--- config.mk ---
export PLATFORM = sky130hd
export DESIGN_NAME = hazard_ctrl
export DESIGN_NICKNAME = d
export VERILOG_FILES = /design/src/rtl/core_pkg.sv /design/src/rtl/hazard_ctrl_fwd_unit.sv /design/src/rtl/hazard_ctrl.sv
export SDC_FILE = /design/constraint.sdc
export NUM_CORES = 1
export LEC_CHECK = 0
export ABC_CLOCK_PERIOD_IN_PS = 4340
export CAP_MARGIN = 20
export CORE_MARGIN = 8
export CORE_UTILIZATION = 51
export DETAILED_ROUTE_END_ITERATION = 6
export GPL_TIMING_DRIVEN = 0
export PLACE_DENSITY = 0.88
export SLEW_MARGIN = 20
export SYNTH_ARGS = -nofsm -noshare
export SYNTH_HDL_FRONTEND = slang
export SYNTH_SLANG_ARGS = --single-unit
--- constraint.sdc ---
create_clock -name i_clk -period 4.34 [get_ports i_clk]
set_input_delay 1.302 -clock i_clk [delete_from_list [all_inputs] [get_ports i_clk]]
set_output_delay 1.302 -clock i_clk [all_outputs]
set_load 0.01 [all_outputs]
--- src/rtl/core_pkg.sv ---
// Shared types for the core pipeline control logic: forwarding selects,
// hazard-controller states and register address width.
package core_pkg;

    localparam int REG_ADDR_W = 5;

    typedef enum logic [1:0] {
        FWD_RF  = 2'b00,
        FWD_WB  = 2'b01,
        FWD_MEM = 2'b10
    } fwd_sel_e;

    typedef enum logic [1:0] {
        BOOT,
        RUN,
        MEM_WAIT
    } hz_state_e;

    // MEM has priority over WB because it holds the younger result; x0 is hardwired zero.
    function automatic fwd_sel_e fwd_pick(
        input logic                  regwen_m,
        input logic [REG_ADDR_W-1:0] rd_m,
        input logic                  regwen_w,
        input logic [REG_ADDR_W-1:0] rd_w,
        input logic [REG_ADDR_W-1:0] rs
    );
        if (regwen_m && (rd_m != '0) && (rd_m == rs)) begin
            return FWD_MEM;
        end else if (regwen_w && (rd_w != '0) && (rd_w == rs)) begin
            return FWD_WB;
        end
        return FWD_RF;
    endfunction

endpackage

--- src/rtl/hazard_ctrl_fwd_unit.sv ---
// Combinational EX-stage forwarding compare producing both operand selects.
module fwd_unit
    import core_pkg::*;
(
    input  logic [REG_ADDR_W-1:0] rs1E,
    input  logic [REG_ADDR_W-1:0] rs2E,
    input  logic [REG_ADDR_W-1:0] rdM,
    input  logic [REG_ADDR_W-1:0] rdW,
    input  logic                  regwenM,
    input  logic                  regwenW,
    output fwd_sel_e              fwdAE,
    output fwd_sel_e              fwdBE
);

    always_comb begin
        fwdAE = fwd_pick(regwenM, rdM, regwenW, rdW, rs1E);
        fwdBE = fwd_pick(regwenM, rdM, regwenW, rdW, rs2E);
    end

endmodule

--- src/rtl/hazard_ctrl.sv ---
// Central pipeline controller: boot hold, load-use / redirect / memory-wait
// stall and flush generation, EX forwarding and saturating perf counters.
module hazard_ctrl
    import core_pkg::*;
#(
    parameter int BOOT_HOLD = 2,
    parameter int CNT_W     = 32
) (
    input  logic                  i_clk,
    input  logic                  i_rst,
    input  logic [REG_ADDR_W-1:0] rs1D,
    input  logic [REG_ADDR_W-1:0] rs2D,
    input  logic [REG_ADDR_W-1:0] rs1E,
    input  logic [REG_ADDR_W-1:0] rs2E,
    input  logic [REG_ADDR_W-1:0] rdE,
    input  logic [REG_ADDR_W-1:0] rdM,
    input  logic [REG_ADDR_W-1:0] rdW,
    input  logic                  regwenM,
    input  logic                  regwenW,
    input  logic                  memreadE,
    input  logic                  redirectE,
    input  logic                  mem_reqM,
    input  logic                  mem_ackM,
    output logic                  stallF,
    output logic                  stallD,
    output logic                  stallE,
    output logic                  stallM,
    output logic                  flushD,
    output logic                  flushE,
    output logic                  flushW,
    output logic [1:0]            fwdAE,
    output logic [1:0]            fwdBE,
    output logic [CNT_W-1:0]      stall_cnt,
    output logic [CNT_W-1:0]      flush_cnt
);

    localparam logic [3:0] BOOT_LAST = 4'(BOOT_HOLD - 1);

    hz_state_e        state_q, state_d;
    logic [3:0]       boot_cnt_q, boot_cnt_d;
    logic [CNT_W-1:0] stall_cnt_q, stall_cnt_d;
    logic [CNT_W-1:0] flush_cnt_q, flush_cnt_d;

    fwd_sel_e         fwd_a, fwd_b;
    logic             load_use;

    fwd_unit u_fwd (
        .rs1E    (rs1E),
        .rs2E    (rs2E),
        .rdM     (rdM),
        .rdW     (rdW),
        .regwenM (regwenM),
        .regwenW (regwenW),
        .fwdAE   (fwd_a),
        .fwdBE   (fwd_b)
    );

    assign fwdAE     = fwd_a;
    assign fwdBE     = fwd_b;
    assign stall_cnt = stall_cnt_q;
    assign flush_cnt = flush_cnt_q;
    assign load_use  = memreadE && (rdE != '0) && ((rdE == rs1D) || (rdE == rs2D));

    always_comb begin
        state_d    = state_q;
        boot_cnt_d = boot_cnt_q;
        stallF     = 1'b0;
        stallD     = 1'b0;
        stallE     = 1'b0;
        stallM     = 1'b0;
        flushD     = 1'b0;
        flushE     = 1'b0;
        flushW     = 1'b0;

        unique case (state_q)
            BOOT: begin
                stallF     = 1'b1;
                flushD     = 1'b1;
                flushE     = 1'b1;
                boot_cnt_d = boot_cnt_q + 4'd1;
                if (boot_cnt_q == BOOT_LAST) begin
                    state_d = RUN;
                end
            end
            RUN, MEM_WAIT: begin
                // In MEM_WAIT only the ack matters; an ack releases the pipe and
                // the normal redirect/load-use rules apply to that same cycle.
                if ((state_q == RUN) ? (mem_reqM && !mem_ackM) : !mem_ackM) begin
                    stallF  = 1'b1;
                    stallD  = 1'b1;
                    stallE  = 1'b1;
                    stallM  = 1'b1;
                    flushW  = 1'b1;
                    state_d = MEM_WAIT;
                end else begin
                    state_d = RUN;
                    if (redirectE) begin
                        flushD = 1'b1;
                        flushE = 1'b1;
                    end else if (load_use) begin
                        stallF = 1'b1;
                        stallD = 1'b1;
                        flushE = 1'b1;
                    end
                end
            end
            default: state_d = BOOT;
        endcase
    end

    always_comb begin
        stall_cnt_d = stall_cnt_q;
        flush_cnt_d = flush_cnt_q;
        if (state_q != BOOT) begin
            if (stallF && (stall_cnt_q != '1)) begin
                stall_cnt_d = stall_cnt_q + 1'b1;
            end
            if ((flushD || flushE) && (flush_cnt_q != '1)) begin
                flush_cnt_d = flush_cnt_q + 1'b1;
            end
        end
    end

    always_ff @(posedge i_clk or posedge i_rst) begin
        if (i_rst) begin
            state_q     <= BOOT;
            boot_cnt_q  <= '0;
            stall_cnt_q <= '0;
            flush_cnt_q <= '0;
        end else begin
            state_q     <= state_d;
            boot_cnt_q  <= boot_cnt_d;
            stall_cnt_q <= stall_cnt_d;
            flush_cnt_q <= flush_cnt_d;
        end
    end

endmodule

After elaboration in Yosys (flattened, before gate mapping)
Cells that the tools add are included.

storage, ports and cells
  register bits after elaboration = 70
  bits in latches = 0
  memory bits (writable) = 0
  bits in read-only memories = 0
  input bits = 43
  output and inout bits = 75
  word-level logic and storage cells = 68
  memories kept = 0

cells by class
  add/subtract/negate cells = 3
  $mul = 0
  div/mod/pow operators = 0
  $lt $le $gt $ge = 0
  equality and inequality tests = 12
  shift operators = 0
  mux-type cells = 27
  bitwise operators = 0
  reductions and logical operators = 22

operators with widths
  operator                 number
  $add A32 B1 Y32 const B  2
  $ne A32 B32 Y1 const B   2
  $eq A5 B5 Y1             6
  $mux W2                  8
  $mux W1                  15
  $reduce_bool A5 Y1       3
  $logic_and A1 B1 Y1      11
  $pmux W1 S2              3
  $add A4 B1 Y4 const B    1
  $eq A4 B1 Y1 const B     1
  $pmux W2 S2              1
  $reduce_and A2 Y1        2
  $eq A2 B1 Y1 const B     1
  $eq A2 B2 Y1 const B     1
  $logic_not A2 Y1         1
  $logic_or A1 B1 Y1       2
  $ne A2 B2 Y1 const B     1
  $reduce_bool A2 Y1       1
  $reduce_or A2 Y1         1
  $logic_not A1 Y1         1

Logic depth before layout (Yosys ltp)
  depth in word-level cells = 10
  mapped depth = 10
  mapped depth without buffers = 9

Cells and area by module
A second synthesis with hierarchy kept.

second synthesis, totals
  cell total of the unflattened synthesis = 409
  area total of the unflattened synthesis = 4001.3 µm²

by module, submodules not included
  module       times used  cells each  area an instance (µm²)  seq. area each (µm²)
  hazard_ctrl  1           375         3731.1                  1751.7
  fwd_unit     1           34          270.3                   0.0

Least setup slack after synthesis
No wires, ideal clock.

  path kind = input to output
  start point = input port rdM[1]
  end point = output port fwdAE[0]
  arrival = 2.595 ns
  data required time = 3.038 ns
  path slack = 0.443 ns
  cell stages on the path = 4
  path buffers = 0
  cell sequence = or4_1 o21ai_0 nor4_1 nor4_1

between the ends
  cells in the longest elaborated chain, start to end = 5
  elaborated cells on any way between the ends = 7
  those cells by class = 1 x eq/ne; 3 x mux; 3 x reduce/logical

RTL lines
  what                                       line               text
  from (decl)                                hazard_ctrl.sv:16  input logic [REG_ADDR_W-1:0] rdM,
  $reduce_bool A5 Y1                         core_pkg.sv:27     if (regwen_m && (rd_m != '0) && (rd_m == rs)) begin
  $logic_and A1 B1 Y1                        core_pkg.sv:27
  $logic_and A1 B1 Y1 (*)                    core_pkg.sv:27
  $mux W2 / $mux W1 (equally long branches)  core_pkg.sv:27
  $mux W2 (*)                                core_pkg.sv:32     return FWD_RF;
  to (decl)                                  hazard_ctrl.sv:31  output logic [1:0] fwdAE,

Every way passes the cells marked *; elsewhere a longest branch is shown, timed or not.

Final worst setup path
  start point = input port rdW[1]
  end point = output port fwdAE[0]

between the ends
  cells in the longest elaborated chain, start to end = 6
  elaborated cells on any way between the ends = 7
  those cells by class = 1 x eq/ne; 3 x mux; 3 x reduce/logical

RTL lines
  what                     line               text
  from (decl)              hazard_ctrl.sv:17  input logic [REG_ADDR_W-1:0] rdW,
  $reduce_bool A5 Y1       core_pkg.sv:29     end else if (regwen_w && (rd_w != '0) && (rd_w == rs)) begin
  $logic_and A1 B1 Y1      core_pkg.sv:29
  $logic_and A1 B1 Y1 (*)  core_pkg.sv:29
  $mux W1 (*)              core_pkg.sv:29
  $mux W1 (*)              core_pkg.sv:27
  $mux W2 (*)              core_pkg.sv:32

Marks and branches as above.

==> impl_metrics.ini <==
[timing]
fmax_ghz = 0.2353
finalMaxSlewViolations = 0
hold_violations = 0
slew_headroom_pct = 58.12
min_period_ps = 4250
clock_skew_ps = 10.44
finalSetupTns_ps = 0
min_period_over_period_pct = 97.92
worstMarginPinSlew_ps = 622.4
setup_violations = 0
fin_ws_ps = 90.12

[logic_synthesis]
synth_xor_area_share_pct = 21.68
async_flop_share_pct = 100.0
ys_seq_area_share_pct = 45.65
synthMuxAreaShare_pct = 0.5869
synth_cell_types = 37
avgSynthCellArea_um2 = 9.993
synth_common_cells = dfrtp_1 (70), xor2_1 (56), xnor2_1 (39)
netlist_top_cells_area = dfrtp_1 (46%), xor2_1 (13%), xnor2_1 (8.9%)
yosysTopAreaCell = dfrtp_1
synth_edf_count = 0
synth_compound_area_share_pct = 2.967
synth_fa_ha_area_share_pct = 2.282
syn_inst = 384
mappedNetlistArea_mm2 = 0.003837
synth_top_family_by_area = simple AND/OR/NAND/NOR gates
synthFlopType = dfrtp_1
yosys.area_share.simple_pct = 23.96
yosys_warnings = 0
synth_fp_nets = 434
synth_most_common_cell = dfrtp_1
synth-seq-cells = 70
synth_top_area_share_pct = 45.65

[global_route]
grt_max_degree = 57
grt_pass1_wl_um = 16120
grt-ovfl-total = 0
grt_usage_pct = 19.39
antenna_found_initial = 0
grt_pass1_vias = 3366

[power]
p_comb_share_pct = 27.9
switching_power_uw = 522.1
p_leak_nw = 2.340
clkPwrFrac_pct = 27.0
ir_drop_mv = 0.2505
seqPwrFrac_pct = 45.0
switching_share_pct = 30.12
p_int_mw = 1.211
power-per-cell-area_mw_per_mm2 = 321.8

[die]
rows = 31
die_area_mm2 = 0.01056
die_y_um = 102.7
core_area_mm2 = 0.007253
io_pins = 118
start_util_pct = 52.91
fp.dieW_um = 102.7

[worst_hold_path]
hp-class = reg2reg

[clock_tree]
clockRootBuffer = clkbuf_8
clkLatencyLatePin_ps = 330
cts_max_level = 3
cts_buffers = 9
cts_hold_buf = 0
cts_tree = built
clockBufferDepth = 2
cts_sinks = 70
path_clk_slew_ps = 70

[setup_path]
max_stage_delay_ps = 540
cp.arrival_ps = 2950
crit_required_ps = 3040
crit_slowest_cell = or4_1
cp-end-kind = output port
worstPathCellList = clkdlybuf4s50_1 > o21ai_0 > or4_1 > nor4_2 > buf_2
setup.worst_path.class = in2out
path_max_fanout = 3
startpoint_type = primary input

[final_layout]
final_nets = 566
diodes = 0
final_util_pct = 74.26
area_delta_synth_final_pct = 40.37
drive_gt1_share_pct = 9.827

[route]
viasPerCell = 5.301
initialDrtViolationCount = 115
route.detailed.drc = 0
wl_per_cell_um = 16.09
routed_wl_um = 9946
drt_pass1_iterations = 4
vias = 3276
final_antenna_net_count = 0

[status]
status = completed

[placed_design]
port_buffers = 117
routabilityCongestion = 1.023
dpl_worst_slack_ps = -737.2
dp_hpwl_um = 7716

[flow_run]
maxCapViolCount = 0
[power by group through the flow]
stage / combinational (mW) / clock, mW / sequential, mW
finish: 0.485 / 0.468 / 0.781
global route: 0.541 / 0.508 / 0.791
CTS: 0.488 / 0.480 / 0.781
detailed placement: 0.493 / 0 / 0.792
global placement: 0.468 / 0 / 0.787
floorplan: 0.242 / 0 / 0.794
[cell type report]
| cell class | instances | area [µm²] |
|---|---|---|
| Buffer | 10 | 57.56 |
| Clock buffer | 13 | 168.9 |
| Clock inverter | 1 | 5.005 |
| Fill cell | 542 | 1867 |
| Inverter | 14 | 55.05 |
| Multi-Input combinational cell | 290 | 2019 |
| Sequential cell | 70 | 1752 |
| Tap cell | 99 | 123.9 |
| Timing Repair Buffer | 121 | 1205 |
[critical path: cells and delay by family]
| family | cells | cell delay [ps] |
|---|---|---|
| AND/OR/NAND/NOR | 2 | 810 |
| AO/OA/AOI/OAI | 1 | 120 |
| buffers and inverters | 2 | 720 |
[cell families (layout without fill, tap and decap cells)]
logic type      count (synthesis)  after routing
compound gates                 17             17
flops                          70             70
xor+xnor                       95             95
buf+inv                        24            159
simple gates                  169            169
fa+ha+maj                       7              7
mux                             2              2
[routing by layer]
layer | up-vias | routed length [µm] | GRT usage [%]
li1 | 1563 | - | -
met1 | 1586 | 4233 | 22.57
met2 | 108 | 4738 | 33.37
met3 | 19 | 742 | 4.524
met4 | 0 | 231 | 8.454
met5 | - | 0 | 0
[worst paths after layout]
path	startpoint	endpoint	slack [ps]	depth (start not counted)
worst max-delay path	rdW[1]	fwdAE[0]	90	5
worst min-delay path	boot_cnt_q[3]$_DFFE_PP0P_	boot_cnt_q[3]$_DFFE_PP0P_	480	1
worst max register to register	state_q[0]$_DFFE_PP0P_	stall_cnt[31]$_DFFE_PP0P_	1670	9
worst min register to register	boot_cnt_q[3]$_DFFE_PP0P_	boot_cnt_q[3]$_DFFE_PP0P_	480	1
max in group asynchronous	i_rst	flush_cnt[18]$_DFFE_PP0P_	2550	3
min in group asynchronous	i_rst	state_q[0]$_DFFE_PP0P_	1250	2
[sequential cells by signal (all words and copies together), names as in the netlist]
signal / count
boot_cnt_q: 4
stall_cnt: 32
flush_cnt: 32
state_q: 2
[stage by stage]
stage | power, mW | cells | instance area [µm²] | hold slack (ps)
6_report | 1.734 | 618 | 5386 | 484.3
5_1_grt | 1.840 | 618 | 5386 | 488.9
4_1_cts | 1.748 | 616 | 5354 | 485.3
3_5_place_dp | 1.284 | 601 | 5162 | 476.4
3_3_place_gp | 1.255 | 600 | 5132 | 467.2
2_1_floorplan | 1.036 | 384 | 3837 | 447.0
[cell usage in the layout (no fill, tap or decap), types with 4 or more instances in the layout]
| cell | n |
|---|---|
| or3_1 | 8 |
| xnor2_1 | 39 |
| dfrtp_1 | 70 |
| inv_1 | 13 |
| buf_4 | 7 |
| ha_1 | 7 |
| or4_1 | 4 |
| nand3_1 | 23 |
| buf_2 | 6 |
| dlygate4sd2_1 | 9 |
| nor3_1 | 8 |
| clkdlybuf4s50_1 | 103 |
| nor4_2 | 4 |
| clkbuf_8 | 12 |
| and3_1 | 6 |
| o21ai_0 | 4 |
| xor2_1 | 56 |
| nor2_1 | 35 |
| nand2_1 | 34 |
| nand4_1 | 21 |
| and4_1 | 4 |
| nor3_2 | 8 |
[timing repair]
action                                  CTS  global route
endpoints found under the setup margin    7             6
resized for setup                        27             5
pin swaps                                 3             3
buffers inserted                          1             2
(Power assumes the default switching activity.)
